File: config.mk
export PLATFORM = sky130hd
export DESIGN_NAME = md_lr_seqr
export DESIGN_NICKNAME = d
export VERILOG_FILES = /design/src/rtl/md_lr_seqr.sv
export SDC_FILE = /design/constraint.sdc
export NUM_CORES = 1
export LEC_CHECK = 0
export BUFFER_PORTS_ARGS = -buffer_cell sky130_fd_sc_hd__buf_2
export CAP_MARGIN = 25
export CORE_ASPECT_RATIO = 0.7
export CORE_MARGIN = 2
export CORE_UTILIZATION = 53
export CTS_CLUSTER_DIAMETER = 60
export DETAILED_ROUTE_END_ITERATION = 6
export PLACE_DENSITY = 0.83
export SLEW_MARGIN = 25
export SYNTH_ARGS = -nofsm -noshare
export SYNTH_HDL_FRONTEND = slang
export SYNTH_SLANG_ARGS = --single-unit
File: constraint.sdc
create_clock -name clk -period 3 [get_ports clk]
set_input_delay 0.3 -clock clk [delete_from_list [all_inputs] [get_ports clk]]
set_output_delay 0.3 -clock clk [all_outputs]
set_load 0.05 [all_outputs]
File: src/rtl/md_lr_seqr.sv
// md_lr_seqr: timestep sequencer for the MD long-range (PME) engine.
//
// Each timestep walks INIT -> WAIT -> PGMAP -> FFTX -> FFTY -> FFTZNG ->
// IFFTX -> IFFTY -> IFFTZ -> FCALC and then returns to INIT. In INIT the
// sequencer clears grid memory itself. In every later stage it issues one
// start pulse to the owning unit and waits for that unit's done pulse.
//
//   state  | meaning
//   INIT   | clear grid memory, one word per cycle
//   WAIT   | idle, waiting for the first particle beat
//   PGMAP  | particle-to-grid mapping
//   FFTX   | forward FFT along X
//   FFTY   | forward FFT along Y
//   FFTZNG | forward FFT along Z with Green's function applied
//   IFFTX  | inverse FFT along X
//   IFFTY  | inverse FFT along Y
//   IFFTZ  | inverse FFT along Z
//   FCALC  | force calculation and transmission
//   RSVDSA..RSVDSF | illegal encodings, recovered through INIT
//
// Ports:
//   clk, rst_n              clock, asynchronous active-low reset
//   soft_rst_i              synchronous abort back to INIT
//   part_valid_i            particle beat valid, starts a timestep from WAIT
//   pgmap_start_o/done_i    mapper handshake
//   fft_start_o/done_i      shared 1D FFT engine handshake
//   fft_axis_o, fft_inv_o   FFT axis and direction, stable for the stage
//   green_en_o              Green's function enable (FFTZNG only)
//   fcalc_start_o/done_i    force calculator handshake
//   gm_clr_we_o/addr_o      grid-memory clear port (write data is zero)
//   state_o, busy_o         current state, busy outside WAIT
//   iter_cnt_o              completed timesteps, wrapping
//   err_o                   sticky illegal-state flag

module md_lr_seqr #(
    parameter int GRID_WORDS = 512,
    parameter int GM_AW      = 9,
    parameter int ITER_W     = 16
) (
    input  logic              clk,
    input  logic              rst_n,
    input  logic              soft_rst_i,
    input  logic              part_valid_i,
    output logic              pgmap_start_o,
    input  logic              pgmap_done_i,
    output logic              fft_start_o,
    output logic [1:0]        fft_axis_o,
    output logic              fft_inv_o,
    output logic              green_en_o,
    input  logic              fft_done_i,
    output logic              fcalc_start_o,
    input  logic              fcalc_done_i,
    output logic              gm_clr_we_o,
    output logic [GM_AW-1:0]  gm_clr_addr_o,
    output logic [3:0]        state_o,
    output logic              busy_o,
    output logic [ITER_W-1:0] iter_cnt_o,
    output logic              err_o
);

    typedef enum logic [3:0] {
        INIT   = 4'd0,
        WAIT   = 4'd1,
        PGMAP  = 4'd2,
        FFTX   = 4'd3,
        FFTY   = 4'd4,
        FFTZNG = 4'd5,
        IFFTX  = 4'd6,
        IFFTY  = 4'd7,
        IFFTZ  = 4'd8,
        FCALC  = 4'd9,
        RSVDSA = 4'd10,
        RSVDSB = 4'd11,
        RSVDSC = 4'd12,
        RSVDSD = 4'd13,
        RSVDSE = 4'd14,
        RSVDSF = 4'd15
    } state_t;

    localparam logic [GM_AW-1:0] CLR_LAST = GM_AW'(GRID_WORDS - 1);

    // The register is kept as a plain vector so that every 4-bit value,
    // including the reserved ones, is representable and recoverable.
    logic [3:0]        state_q;
    state_t            state_d;
    logic [GM_AW-1:0]  clr_cnt_q;
    logic [ITER_W-1:0] iter_q;
    logic              err_q;
    logic              pgmap_start_q;
    logic              fft_start_q;
    logic              fcalc_start_q;
    logic [1:0]        axis_q;
    logic              inv_q;
    logic              green_q;

    logic              first_cycle;
    logic              step_done;
    logic              illegal;
    logic              entering;
    logic [1:0]        axis_d;
    logic              inv_d;
    logic              green_d;

    // A done pulse coinciding with the start pulse cannot belong to the
    // operation just started, so it is ignored.
    assign first_cycle = pgmap_start_q | fft_start_q | fcalc_start_q;

    always_comb begin
        state_d   = state_t'(state_q);
        step_done = 1'b0;
        illegal   = 1'b0;
        case (state_q)
            INIT:   if (clr_cnt_q == CLR_LAST) state_d = WAIT;
            WAIT:   if (part_valid_i) state_d = PGMAP;
            PGMAP:  if (pgmap_done_i && !first_cycle) state_d = FFTX;
            FFTX:   if (fft_done_i && !first_cycle) state_d = FFTY;
            FFTY:   if (fft_done_i && !first_cycle) state_d = FFTZNG;
            FFTZNG: if (fft_done_i && !first_cycle) state_d = IFFTX;
            IFFTX:  if (fft_done_i && !first_cycle) state_d = IFFTY;
            IFFTY:  if (fft_done_i && !first_cycle) state_d = IFFTZ;
            IFFTZ:  if (fft_done_i && !first_cycle) state_d = FCALC;
            FCALC: begin
                if (fcalc_done_i && !first_cycle) begin
                    state_d   = INIT;
                    step_done = 1'b1;
                end
            end
            default: begin
                state_d = INIT;
                illegal = 1'b1;
            end
        endcase
        if (soft_rst_i) begin
            state_d   = INIT;
            step_done = 1'b0;
        end
    end

    // Stage outputs are derived from the next state so they are valid from
    // the first cycle of the stage, together with the start pulse.
    always_comb begin
        axis_d  = 2'd0;
        inv_d   = 1'b0;
        green_d = 1'b0;
        case (state_d)
            FFTY:   axis_d = 2'd1;
            FFTZNG: begin
                axis_d  = 2'd2;
                green_d = 1'b1;
            end
            IFFTX:  inv_d = 1'b1;
            IFFTY: begin
                axis_d = 2'd1;
                inv_d  = 1'b1;
            end
            IFFTZ: begin
                axis_d = 2'd2;
                inv_d  = 1'b1;
            end
            default: ;
        endcase
    end

    assign entering = (4'(state_d) != state_q);

    always_ff @(posedge clk or negedge rst_n) begin
        if (!rst_n) begin
            state_q       <= INIT;
            clr_cnt_q     <= '0;
            iter_q        <= '0;
            err_q         <= 1'b0;
            pgmap_start_q <= 1'b0;
            fft_start_q   <= 1'b0;
            fcalc_start_q <= 1'b0;
            axis_q        <= 2'd0;
            inv_q         <= 1'b0;
            green_q       <= 1'b0;
        end else begin
            state_q       <= state_d;
            pgmap_start_q <= entering && (state_d == PGMAP);
            fft_start_q   <= entering && (state_d >= FFTX) && (state_d <= IFFTZ);
            fcalc_start_q <= entering && (state_d == FCALC);
            axis_q        <= axis_d;
            inv_q         <= inv_d;
            green_q       <= green_d;
            if ((state_q == INIT) && (state_d == INIT) && !soft_rst_i)
                clr_cnt_q <= clr_cnt_q + 1'b1;
            else
                clr_cnt_q <= '0;
            if (step_done)
                iter_q <= iter_q + 1'b1;
            if (illegal)
                err_q <= 1'b1;
        end
    end

    // An abort in a start cycle withdraws that start so the unit never sees
    // a request the sequencer has already abandoned.
    assign pgmap_start_o = pgmap_start_q & ~soft_rst_i;
    assign fft_start_o   = fft_start_q & ~soft_rst_i;
    assign fcalc_start_o = fcalc_start_q & ~soft_rst_i;
    assign fft_axis_o    = axis_q;
    assign fft_inv_o     = inv_q;
    assign green_en_o    = green_q;

    // Qualified with rst_n so no clear write is presented while in reset.
    assign gm_clr_we_o   = rst_n && (state_q == INIT);
    assign gm_clr_addr_o = clr_cnt_q;
    assign state_o       = state_q;
    assign busy_o        = (state_q != WAIT);
    assign iter_cnt_o    = iter_q;
    assign err_o         = err_q;

endmodule
==> results of run 1 <==
==> synth_stat cells, types with 4 or more instances <==
master,count
dfrtp_1,37
and3_1,4
nand3_1,12
o21ai_0,6
inv_1,4
xor2_1,7
nand2b_1,4
nor2_1,7
clkbuf_1,4
xnor2_1,17
nor3_1,10
nand2_1,14
==> final cells by class <==
| type | count | share of cell area |
|---|---|---|
| clock buffer | 6 | 0.0352 |
| clock inverter | 2 | 0.0160 |
| inverter | 4 | 0.00640 |
| multi-input combinational | 136 | 0.419 |
| sequential | 37 | 0.395 |
| tap | 50 | 0.0267 |
| timing repair buffer | 47 | 0.102 |
==> worst max-delay path: stages, from the launching register on <==
cell and delay, ps:
dfrtp_1 410, ha_1 200, nand3_1 120, nor2_1 180
and3_1 180, ha_1 130, nand2b_1 50, a211oi_1 450
a2111oi_4 120, or3_1 410, a32oi_1 230
==> final timing paths <==
| kind | start | endpoint | slack, ps | cells after the start |
|---|---|---|---|---|
| setup / recovery | gm_clr_addr_o[0]$_DFF_PN0_ | fft_start_q$_DFF_PN0_ | 450 | 10 |
| hold / removal | rst_n | iter_cnt_o[2]$_DFFE_PN0P_ | 80 | 2 |
| setup reg to reg | gm_clr_addr_o[0]$_DFF_PN0_ | fft_start_q$_DFF_PN0_ | 450 | 10 |
| hold reg to reg | err_o$_DFFE_PN0N_ | err_o$_DFFE_PN0N_ | 460 | 1 |
| max in group asynchronous | rst_n | state_o[0]$_DFF_PN0_ | 2590 | 2 |
| min in group clk | soft_rst_i | fft_axis_o[0]$_DFF_PN0_ | 380 | 2 |
==> per-stage QoR <==
step / area [µm²] / hold slack, ps / instances / util / total power [µW]
final: 2350 / 79.1 / 282 / 0.668 / 1030
after global routing: 2350 / 110 / 282 / 0.668 / 1070
after CTS: 2350 / 84.3 / 282 / 0.668 / 1040
after detailed placement: 2230 / 391 / 274 / 0.634 / 594
after global placement: 2230 / 397 / 274 / 0.634 / 593
after floorplan: 1960 / 4.41 / 185 / - / 565
==> state kept, by name (all words and copies together) (netlist names) <==
name / cells
iter_cnt_o: 16
fcalc_start_q: 1
fft_inv_o: 1
gm_clr_addr_o: 9
err_o: 1
green_en_o: 1
state_o: 4
pgmap_start_q: 1
fft_start_q: 1
fft_axis_o: 2
==> kinds of logic (layout without fill, tap and decap cells) <==
group,Yosys count,in the layout
compound gates,26,26
xor+xnor,24,24
fa+ha+maj,4,4
buf+inv,12,59
flops,37,37
mux,1,1
simple gates,81,81
==> power breakdown <==
group,internal [µW],switching [µW],leakage [µW]
Combinational,18.2,53.2,0.000583
Sequential,505,8.52,0.000511
Clock,270,176,0.0000574
Total,793,238,0.00115
==> layer usage <==
layer | vias up | part of all wire | wire (µm)
met5 | - | 0 | 0
met4 | 0 | 0.0068 | 29
met3 | 6 | 0.058 | 245
met2 | 62 | 0.44 | 1880
met1 | 779 | 0.49 | 2100
li1 | 753 | - | -
==> results.md, run 1 <==
- Initial antenna violation count: 0
- Ratio of cells with drive above 1 in the final layout: 0.272
- H-tree depth: 2
- CTS tree: done
- Vias in the first global route: between 1000 and 1500
- Compound-Gate Fraction of Synth Area: 0.115
- Type of origin of the critical path: register
- Pin count of the biggest net entering global routing: 38
- Min Tclk post-route: approximately 2600 ps
- Maxcap violations: 0
- RSZ-0062 raised after global routing: no
- Clk Latency, worst-skew pair: ~290 ps
- Core footprint: between 0.003 and 0.004 mm²
- Cell Rows: 18
- Count of cell types in the netlist: slightly above 50
- Final #Nets: approximately 240
- Sink Count: 37
- Residual DRC: 0
- Die Wd: about 76 µm
- PD cells: ~440 mW/mm²
- Fin. Hold Viols: 0
- Leak: about 0.0012 µW
- Commonest non-fill, non-tap cell in the layout: buf_2
- # fillers: ~300
- EDFF count, synth: 0
- Yosys Warn Count: 0
- Post-Synth Adder-Cell Area: 0.0244
- Most frequent cells in the layout: buf_2 (45), dfrtp_1 (37), xnor2_1 (17), nand2_1 (14), nand3_1 (12)
- Largest family of logic cells by synthesized area: simple AND/OR/NAND/NOR gates
- IO Pins: 46
- Synthesis-to-layout area growth: 20.3%
- Met1 Track Usage GR: 0.308
- First-pass GRT wire length: 6.80 mm
- GP Congestion: between 0.8 and 0.9
- WL/cell: 15.1 µm
- CP endpoint kind: register
- Synth Area in XOR/XNOR: 0.108
- Vias/cell: 5.67
- Setup CP Type: reg -> reg
- Diodes inserted: 0
- Headroom to the max-slew limit: 0.618
- Via count: 1600
- Worst-Margin Slew: roughly 570 ps
- WP data required: ~3200 ps
- Cts hold-fix bufs: 0
- Inserted Clock Buffers: 5
- Post-detail-place hpwl: 2.95 mm
- Antenna-violating nets left: 0
- Max Fanout on Critical Path: 7
- Endpoints failing setup: 0
- Flops & latches, synth: 37
- Most Crowded Layer GR: met2
- Multi-input logic area: ~980 µm²
- Hold WC Path Type: in -> async
- Post-synthesis mux area share: 0.00513
- CP arrival: 2750 ps
- Port-buffer cells: 45
- GRT Util Overall: 0.214
- Final worst path period share: 0.851
- Die Area: 0.00419 mm²
- Clock Path Buffers: 2
- Post-Route WL: between 4 and 5 mm
- Met3 global-route usage: 0.0594
- Pre-CTS setup slack: between 400 and 500 ps
- Initial Util: 0.555
- DRT iter0 DRCs: just under 90
- Top_reg_cell synth: dfrtp_1
- Outcome: finished clean
- Post-Synthesis Cells: around 190
- Simple-gate share of the synthesized area: 0.248
- Register area: 926 µm²
- Post-CTS Setup Inserts: 0
- Total global routing overflow: 0
- Clock root buffer: clkbuf_8
- Async S/R FF share, synth: 1.00
- Yosys top cell area share: 0.475
- Layout Skew: around 8 ps
- CTS resizes: 0
- Clock Pin Slew Worst Setup and Hold Paths: about 80 ps
- Synth top area cells: dfrtp_1 (47%), xnor2_1 (7.6%), xor2_1 (3.1%)
- Synthesized area: 0.00195 mm²
- IR drop worst, VDD: between 200 and 300 µV
- Grt met2 use: 0.317
- Highest Clock Rate: a little under 400 MHz
- Sum Neg Setup Slack: 0 ps
- Final setup margin: roughly 450 ps
- DR pass1 iterations: 4
- Slew Limit Fails: 0
- Leading area contributor after synthesis: dfrtp_1
- Syn nets: 195
- Post-synthesis sequential area ratio: 0.475
- Avg Cell Area, Syn: approximately 11 µm²
- Die outline height: 54.7 µm
No activity file was read; power rests on OpenSTA's default activity.
==> run 2: changes to the inputs <==
--- a/config.mk
+++ b/config.mk
@@ -7,12 +7,14 @@
 export LEC_CHECK = 0
 export BUFFER_PORTS_ARGS = -buffer_cell sky130_fd_sc_hd__buf_2
 export CAP_MARGIN = 25
+export CELL_PAD_IN_SITES_DETAIL_PLACEMENT = 1
+export CELL_PAD_IN_SITES_GLOBAL_PLACEMENT = 1
 export CORE_ASPECT_RATIO = 0.7
 export CORE_MARGIN = 2
-export CORE_UTILIZATION = 53
+export CORE_UTILIZATION = 41
 export CTS_CLUSTER_DIAMETER = 60
 export DETAILED_ROUTE_END_ITERATION = 6
-export PLACE_DENSITY = 0.83
+export PLACE_DENSITY_LB_ADDON = 0.1
 export SLEW_MARGIN = 25
 export SYNTH_ARGS = -nofsm -noshare
 export SYNTH_HDL_FRONTEND = slang
==> results.md, run 2 (same netlist as run 1, synthesis figures left out) <==
- Clk Latency, worst-skew pair: 290 ps
- IR drop worst, VDD: 241 µV
- DR pass1 iterations: 4
- Highest Clock Rate: just under 400 MHz
- Sum Neg Setup Slack: 0 ps
- Fin. Hold Viols: 0
- Endpoints failing setup: 0
- Clock root buffer: clkbuf_8
- CP arrival: 2740 ps
- IO Pins: 46
- GP Congestion: 0.799
- Pin count of the biggest net entering global routing: 38
- Post-CTS Setup Inserts: 0
- Residual DRC: 0
- RSZ-0062 raised after global routing: no
- Synthesis-to-layout area growth: 19.3%
- R2R Path Start: gm_clr_addr_o[0]$_DFF_PN0_
- Max Fanout on Critical Path: 7
- Maxcap violations: 0
- Port-buffer cells: between 40 and 50
- Hold WC Path Type: in -> async
- Total global routing overflow: 0
- Post-Route WL: about 4.9 mm
- Final worst path period share: 0.846
- WL/cell: about 17 µm
- Final #Nets: 242
- CP endpoint kind: register
- Die Wd: between 80 and 90 µm
- Initial antenna violation count: 0
- Crit path from: gm_clr_addr_o[0]$_DFF_PN0_
- PD cells: roughly 400 mW/mm²
- GRT Util Overall: 0.206
- # fillers: 529
- Layout Skew: slightly above 6 ps
- Clock Path Buffers: 2
- Core footprint: 0.00445 mm²
- CTS tree: done
- Min Tclk post-route: between 2000 and 3000 ps
- Multi-input logic area: around 980 µm²
- Most frequent cells in the layout: buf_2 (45), dfrtp_1 (37), xnor2_1 (17), nand2_1 (14), nand3_1 (12)
- Type of origin of the critical path: register
- Finished Layout Cells: approximately 290
- Ratio of cells with drive above 1 in the final layout: 0.267
- Cell Rows: 20
- Placed Cells: 280
- Cell count of the worst reg-to-reg path: 10
- Clock Pin Slew Worst Setup and Hold Paths: ~70 ps
- Initial Util: 0.438
- Commonest non-fill, non-tap cell in the layout: buf_2
- Post-detail-place hpwl: between 3 and 4 mm
- Register area: about 930 µm²
- Via count: ~1600
- Sink Count: 37
- Worst-Margin Slew: approximately 580 ps
- Vias in the first global route: about 1600
- CTS resizes: 0
- Vias/cell: between 5 and 6
- Inserted Clock Buffers: 5
- Leak: approximately 0.0011 µW
- Diodes inserted: 0
- Cts hold-fix bufs: 0
- DRT iter0 DRCs: 48
- H-tree depth: 2
- Slew Limit Fails: 0
- Die Area: between 0.005 and 0.006 mm²
- Reg2reg end: fft_start_q$_DFF_PN0_
- R2R setup slack: around 460 ps
- Outcome: finished clean
- First-pass GRT wire length: between 8 and 9 mm
- Antenna-violating nets left: 0
- Setup CP Type: reg -> reg
- WP data required: between 3000 and 4000 ps
- Die outline height: 61.7 µm
- Headroom to the max-slew limit: 0.612
- Max reg flops: 16
## run 2: changes by cell type in the layout (fill, tap and decap cells not counted)
| cell | previous run | this run |
|---|---|---|
| bufinv_16 | 1 | 0 |
| clkinvlp_4 | 1 | 0 |
| clkbuf_1 | 0 | 1 |
| buf_4 | 2 | 3 |
## run 2: worst max-delay path by stage
stage                                        to
after detailed placement  fft_start_q$_DFF_PN0_
after global routing      fft_start_q$_DFF_PN0_
final                     fft_start_q$_DFF_PN0_
after floorplan           fft_start_q$_DFF_PN0_
after global placement    fft_start_q$_DFF_PN0_
after CTS                 fft_start_q$_DFF_PN0_
## run 2: cell type report
class | count | area share
inverter | 4 | 0.00646
timing repair buffer | 48 | 0.107
tap | 55 | 0.0296
sequential | 37 | 0.398
multi-input combinational | 136 | 0.422
clock buffer | 7 | 0.0371
## run 2: where the power goes
group	leakage [µW]	total, µW	internal [µW]	switching, µW
clock network	0.0000443	348	182	166
registers	0.000511	513	505	8.37
logic	0.000589	71.6	18.2	53.3
total	0.00114	933	706	228
## run 2: critical path, cell delays in order, from the launching register on
cell       delay, ps
dfrtp_1          410
ha_1             210
nand3_1          120
nor2_1           170
and3_1           170
ha_1             140
nand2b_1          50
a211oi_1         440
a2111oi_4        120
or3_1            410
a32oi_1          200
## run 2: layer usage
layer / wire [µm] / part of all wire / vias up / GRT usage
met5: 0 / 0 / - / 0
met4: 39 / 0.0079 / 0 / 0.0536
met3: 240 / 0.049 / 5 / 0.0410
met2: 2160 / 0.44 / 40 / 0.322
met1: 2470 / 0.50 / 763 / 0.298
li1: - / - / 754 / -
## run 2: per-stage QoR
step                hold slack, ps  setup WS, ps  instance area (µm²)  total power [µW]   util
floorplan                     4.41           290                 1960               565      -
global placement               404           573                 2240               592  0.503
detailed placement             414           445                 2240               596  0.503
CTS                            103           445                 2330               943  0.522
global route                   114           208                 2330               980  0.522
finish                        88.8           461                 2330               933  0.522
==> run 3: changes to the inputs <==
--- a/config.mk
+++ b/config.mk
@@ -5,13 +5,14 @@
 export SDC_FILE = /design/constraint.sdc
 export NUM_CORES = 1
 export LEC_CHECK = 0
+export ABC_AREA = 1
 export BUFFER_PORTS_ARGS = -buffer_cell sky130_fd_sc_hd__buf_2
 export CAP_MARGIN = 25
 export CELL_PAD_IN_SITES_DETAIL_PLACEMENT = 1
 export CELL_PAD_IN_SITES_GLOBAL_PLACEMENT = 1
 export CORE_ASPECT_RATIO = 0.7
 export CORE_MARGIN = 2
-export CORE_UTILIZATION = 41
+export CORE_UTILIZATION = 36
 export CTS_CLUSTER_DIAMETER = 60
 export DETAILED_ROUTE_END_ITERATION = 6
 export PLACE_DENSITY_LB_ADDON = 0.1
==> constraint.sdc (replaced) <==
create_clock -name clk -period 2.11 [get_ports clk]
set_input_delay 0.211 -clock clk [delete_from_list [all_inputs] [get_ports clk]]
set_output_delay 0.211 -clock clk [all_outputs]
set_load 0.05 [all_outputs]
==> results.md, run 3 <==
- Crit-path cells: ha_4 > nand2_2 > nor2_1 > inv_1 > nor2_2 > nand3_2 > nor2_2 > ha_2 > nand2_2 > nand2_2 > nor2_4 > nand2_4 > nand2_8 > nand2_2 > nand3_2 > nor2_4 > nor2_1
- Synthesis-to-layout area growth: 23.8%
- Port-buffer cells: 45
- Hold WC Path Type: in -> async
- Highest Clock Rate: between 400 and 500 MHz
- Commonest cells post-synth: nand2_1 (58), dfrtp_1 (37), nor2_1 (33), inv_1 (28), nand3_1 (12)
- Sw Share: 0.244
- Post-Synthesis Cells: between 200 and 300
- Clock share of power: 0.372
- Via count: roughly 1700
- Yosys Warn Count: 0
- Count of cell types in the netlist: 26
- DR pass1 iterations: 4
- Die Wd: roughly 95 µm
- Placed Instance Area: ~0.0024 mm²
- Psw: 314 µW
- Sum Neg Setup Slack: 0 ps
- WL/cell: around 14 µm
- Clock root buffer: clkbuf_8
- Most used cell along the critical path: nand2_2
- Max reg flops: 16
- Ratio of cells with drive above 1 in the final layout: 0.351
- Yosys top cell area share: 0.445
- H-tree depth: 2
- Max Fanout on Critical Path: 5
- Core footprint: 0.00564 mm²
- Residual DRC: 0
- Syn nets: 260
- # fillers: 707
- Finished Layout Cells: 383
- Placed Cells: around 370
- Total global routing overflow: 0
- Sink Count: 37
- PD cells: about 500 mW/mm²
- First-pass GRT wire length: between 8 and 9 mm
- GRT Util Overall: 0.175
- Die Area: between 0.006 and 0.007 mm²
- Outcome: finished clean
- CP max stage delay: 400 ps
- Inserted Clock Buffers: 5
- Final #Nets: 317
- WP data required: around 2300 ps
- Pin count of the biggest net entering global routing: 38
- Slew Limit Fails: 0
- Reg power frac: 0.560
- Pint: 974 µW
- Min Tclk post-route: roughly 2000 ps
- Diodes inserted: 0
- Clock Pin Slew Worst Setup and Hold Paths: ~70 ps
- Slowest-stage cell, CP: dfrtp_2
- Antenna-violating nets left: 0
- Cell Rows: 23
- Worst-Margin Slew: between 400 and 500 ps
- Post-synthesis sequential area ratio: 0.445
- Leading area contributor after synthesis: dfrtp_1
- Die outline height: roughly 68 µm
- Final worst path period share: 0.969
- DRT iter0 DRCs: 56
- Post-Route WL: 5.21 mm
- Leak: roughly 0.0014 µW
- Layout Skew: between 6 and 7 ps
- Fin. Hold Viols: 0
- IR drop worst, VDD: about 280 µV
- Commonest non-fill, non-tap cell in the layout: nand2_1
- R2R Path Start: gm_clr_addr_o[0]$_DFF_PN0_
- Vias in the first global route: 1669
- Hold slack: about 40 ps
- Top_reg_cell synth: dfrtp_1
- CP arrival: about 2200 ps
- Synthesized area: between 0.002 and 0.0025 mm²
- Most frequent cells in the layout: nand2_1 (54), buf_2 (45), dfrtp_1 (34), nor2_1 (31), inv_1 (28)
- Initial Util: 0.369
- Clock Path Buffers: 2
- R2R setup slack: 70 ps
- Avg Cell Area, Syn: 8.32 µm²
- Setup CP Type: reg -> reg
- Headroom to the max-slew limit: 0.670
- Final instance area: about 0.0026 mm²
- Cts hold-fix bufs: 0
- RSZ-0062 raised after global routing: yes
- GP Congestion: 0.829
- Type of origin of the critical path: register
- Synth top area cells: dfrtp_1 (44%), nand2_1 (10%), nor2_1 (6.0%)
- Cell count of the worst reg-to-reg path: 17
- CP endpoint kind: register
- Post-detail-place hpwl: approximately 4 mm
- CTS tree: done
- Initial antenna violation count: 0
- Reg2reg end: fcalc_start_q$_DFF_PN0_
- Tot Pwr: roughly 1300 µW
- IO Pins: between 40 and 50
- Vias/cell: between 4 and 5
- Endpoints failing setup: 0
- Maxcap violations: 0
- Flops & latches, synth: 37
- Async S/R FF share, synth: 1.00
- Clk Latency, worst-skew pair: slightly below 300 ps
- Combinational power share: 0.068
- EDFF count, synth: 0
- Most numerous cell in the Yosys netlist: nand2_1
-- run 3: worst max path at each step --
stage,from,end,cells past startpoint
after CTS,gm_clr_addr_o[0]$_DFF_PN0_,fft_start_q$_DFF_PN0_,17
after global placement,gm_clr_addr_o[0]$_DFF_PN0_,pgmap_start_q$_DFF_PN0_,17
after detailed placement,gm_clr_addr_o[0]$_DFF_PN0_,fft_start_q$_DFF_PN0_,17
final,gm_clr_addr_o[0]$_DFF_PN0_,fcalc_start_q$_DFF_PN0_,17
after floorplan,gm_clr_addr_o[0]$_DFF_PN0_,fcalc_start_q$_DFF_PN0_,17
after global routing,gm_clr_addr_o[0]$_DFF_PN0_,fcalc_start_q$_DFF_PN0_,17
-- run 3: layout make-up --
cell class / count / area [µm²] / share of cell area
timing repair buffer: 50 / 263 / 0.102
inverter: 38 / 143 / 0.0554
tap: 75 / 93.8 / 0.0364
multi-input combinational: 175 / 1070 / 0.414
sequential: 37 / 930 / 0.361
clock buffer: 8 / 80.1 / 0.0311
-- run 3: logic make-up (layout without fill, tap and decap cells) --
group / Yosys count / after routing / share of synthesized area
AO/OA/AOI/OAI: 12 / 12 / 0.0319
XOR/XNOR: 16 / 16 / 0.0674
adder cells (fa/ha/maj): 3 / 3 / 0.0180
buffers and inverters: 38 / 96 / 0.0686
flip-flops: 37 / 37 / 0.445
AND/OR/NAND/NOR: 144 / 144 / 0.369
-- run 3: what timing repair did --
item,4_1_cts,5_1_grt
resized for setup,0,9
setup buffers,0,4
endpoints found under the hold margin,0,0
endpoints found under the setup margin,0,15
-- run 3: power by group through the flow --
stage          combinational, µW  clock [µW]  sequential, µW
4_1_cts                     79.3         496             719
3_3_place_gp                78.8           0             732
5_1_grt                     96.4         523             721
6_report                    87.3         480             721
3_5_place_dp                79.3           0             733
2_1_floorplan               25.7           0             750
-- run 3: stage by stage --
| step | util | setup WS [ps] |
|---|---|---|
| detailed placement | 0.430 | 62.1 |
| global route | 0.457 | -102 |
| finish | 0.457 | 65.9 |
| floorplan | - | -18.1 |
| CTS | 0.444 | 51.0 |
| global placement | 0.430 | 136 |
-- run 3: worst max-delay path: cells and delay by family (launching register included) --
kind | cells | cell delay (ps)
flip-flops | 1 | 400
adder cells (fa/ha/maj) | 2 | 310
AND/OR/NAND/NOR | 14 | 1130
buffers and inverters | 1 | 70
-- run 3: metal layers --
| layer | up-vias | track usage | part of all wire |
|---|---|---|---|
| li1 | 896 | - | - |
| met2 | 34 | 0.232 | 0.39 |
| met5 | - | 0 | 0 |
| met4 | 0 | 0.0489 | 0.0088 |
| met3 | 5 | 0.0446 | 0.046 |
| met1 | 811 | 0.274 | 0.55 |
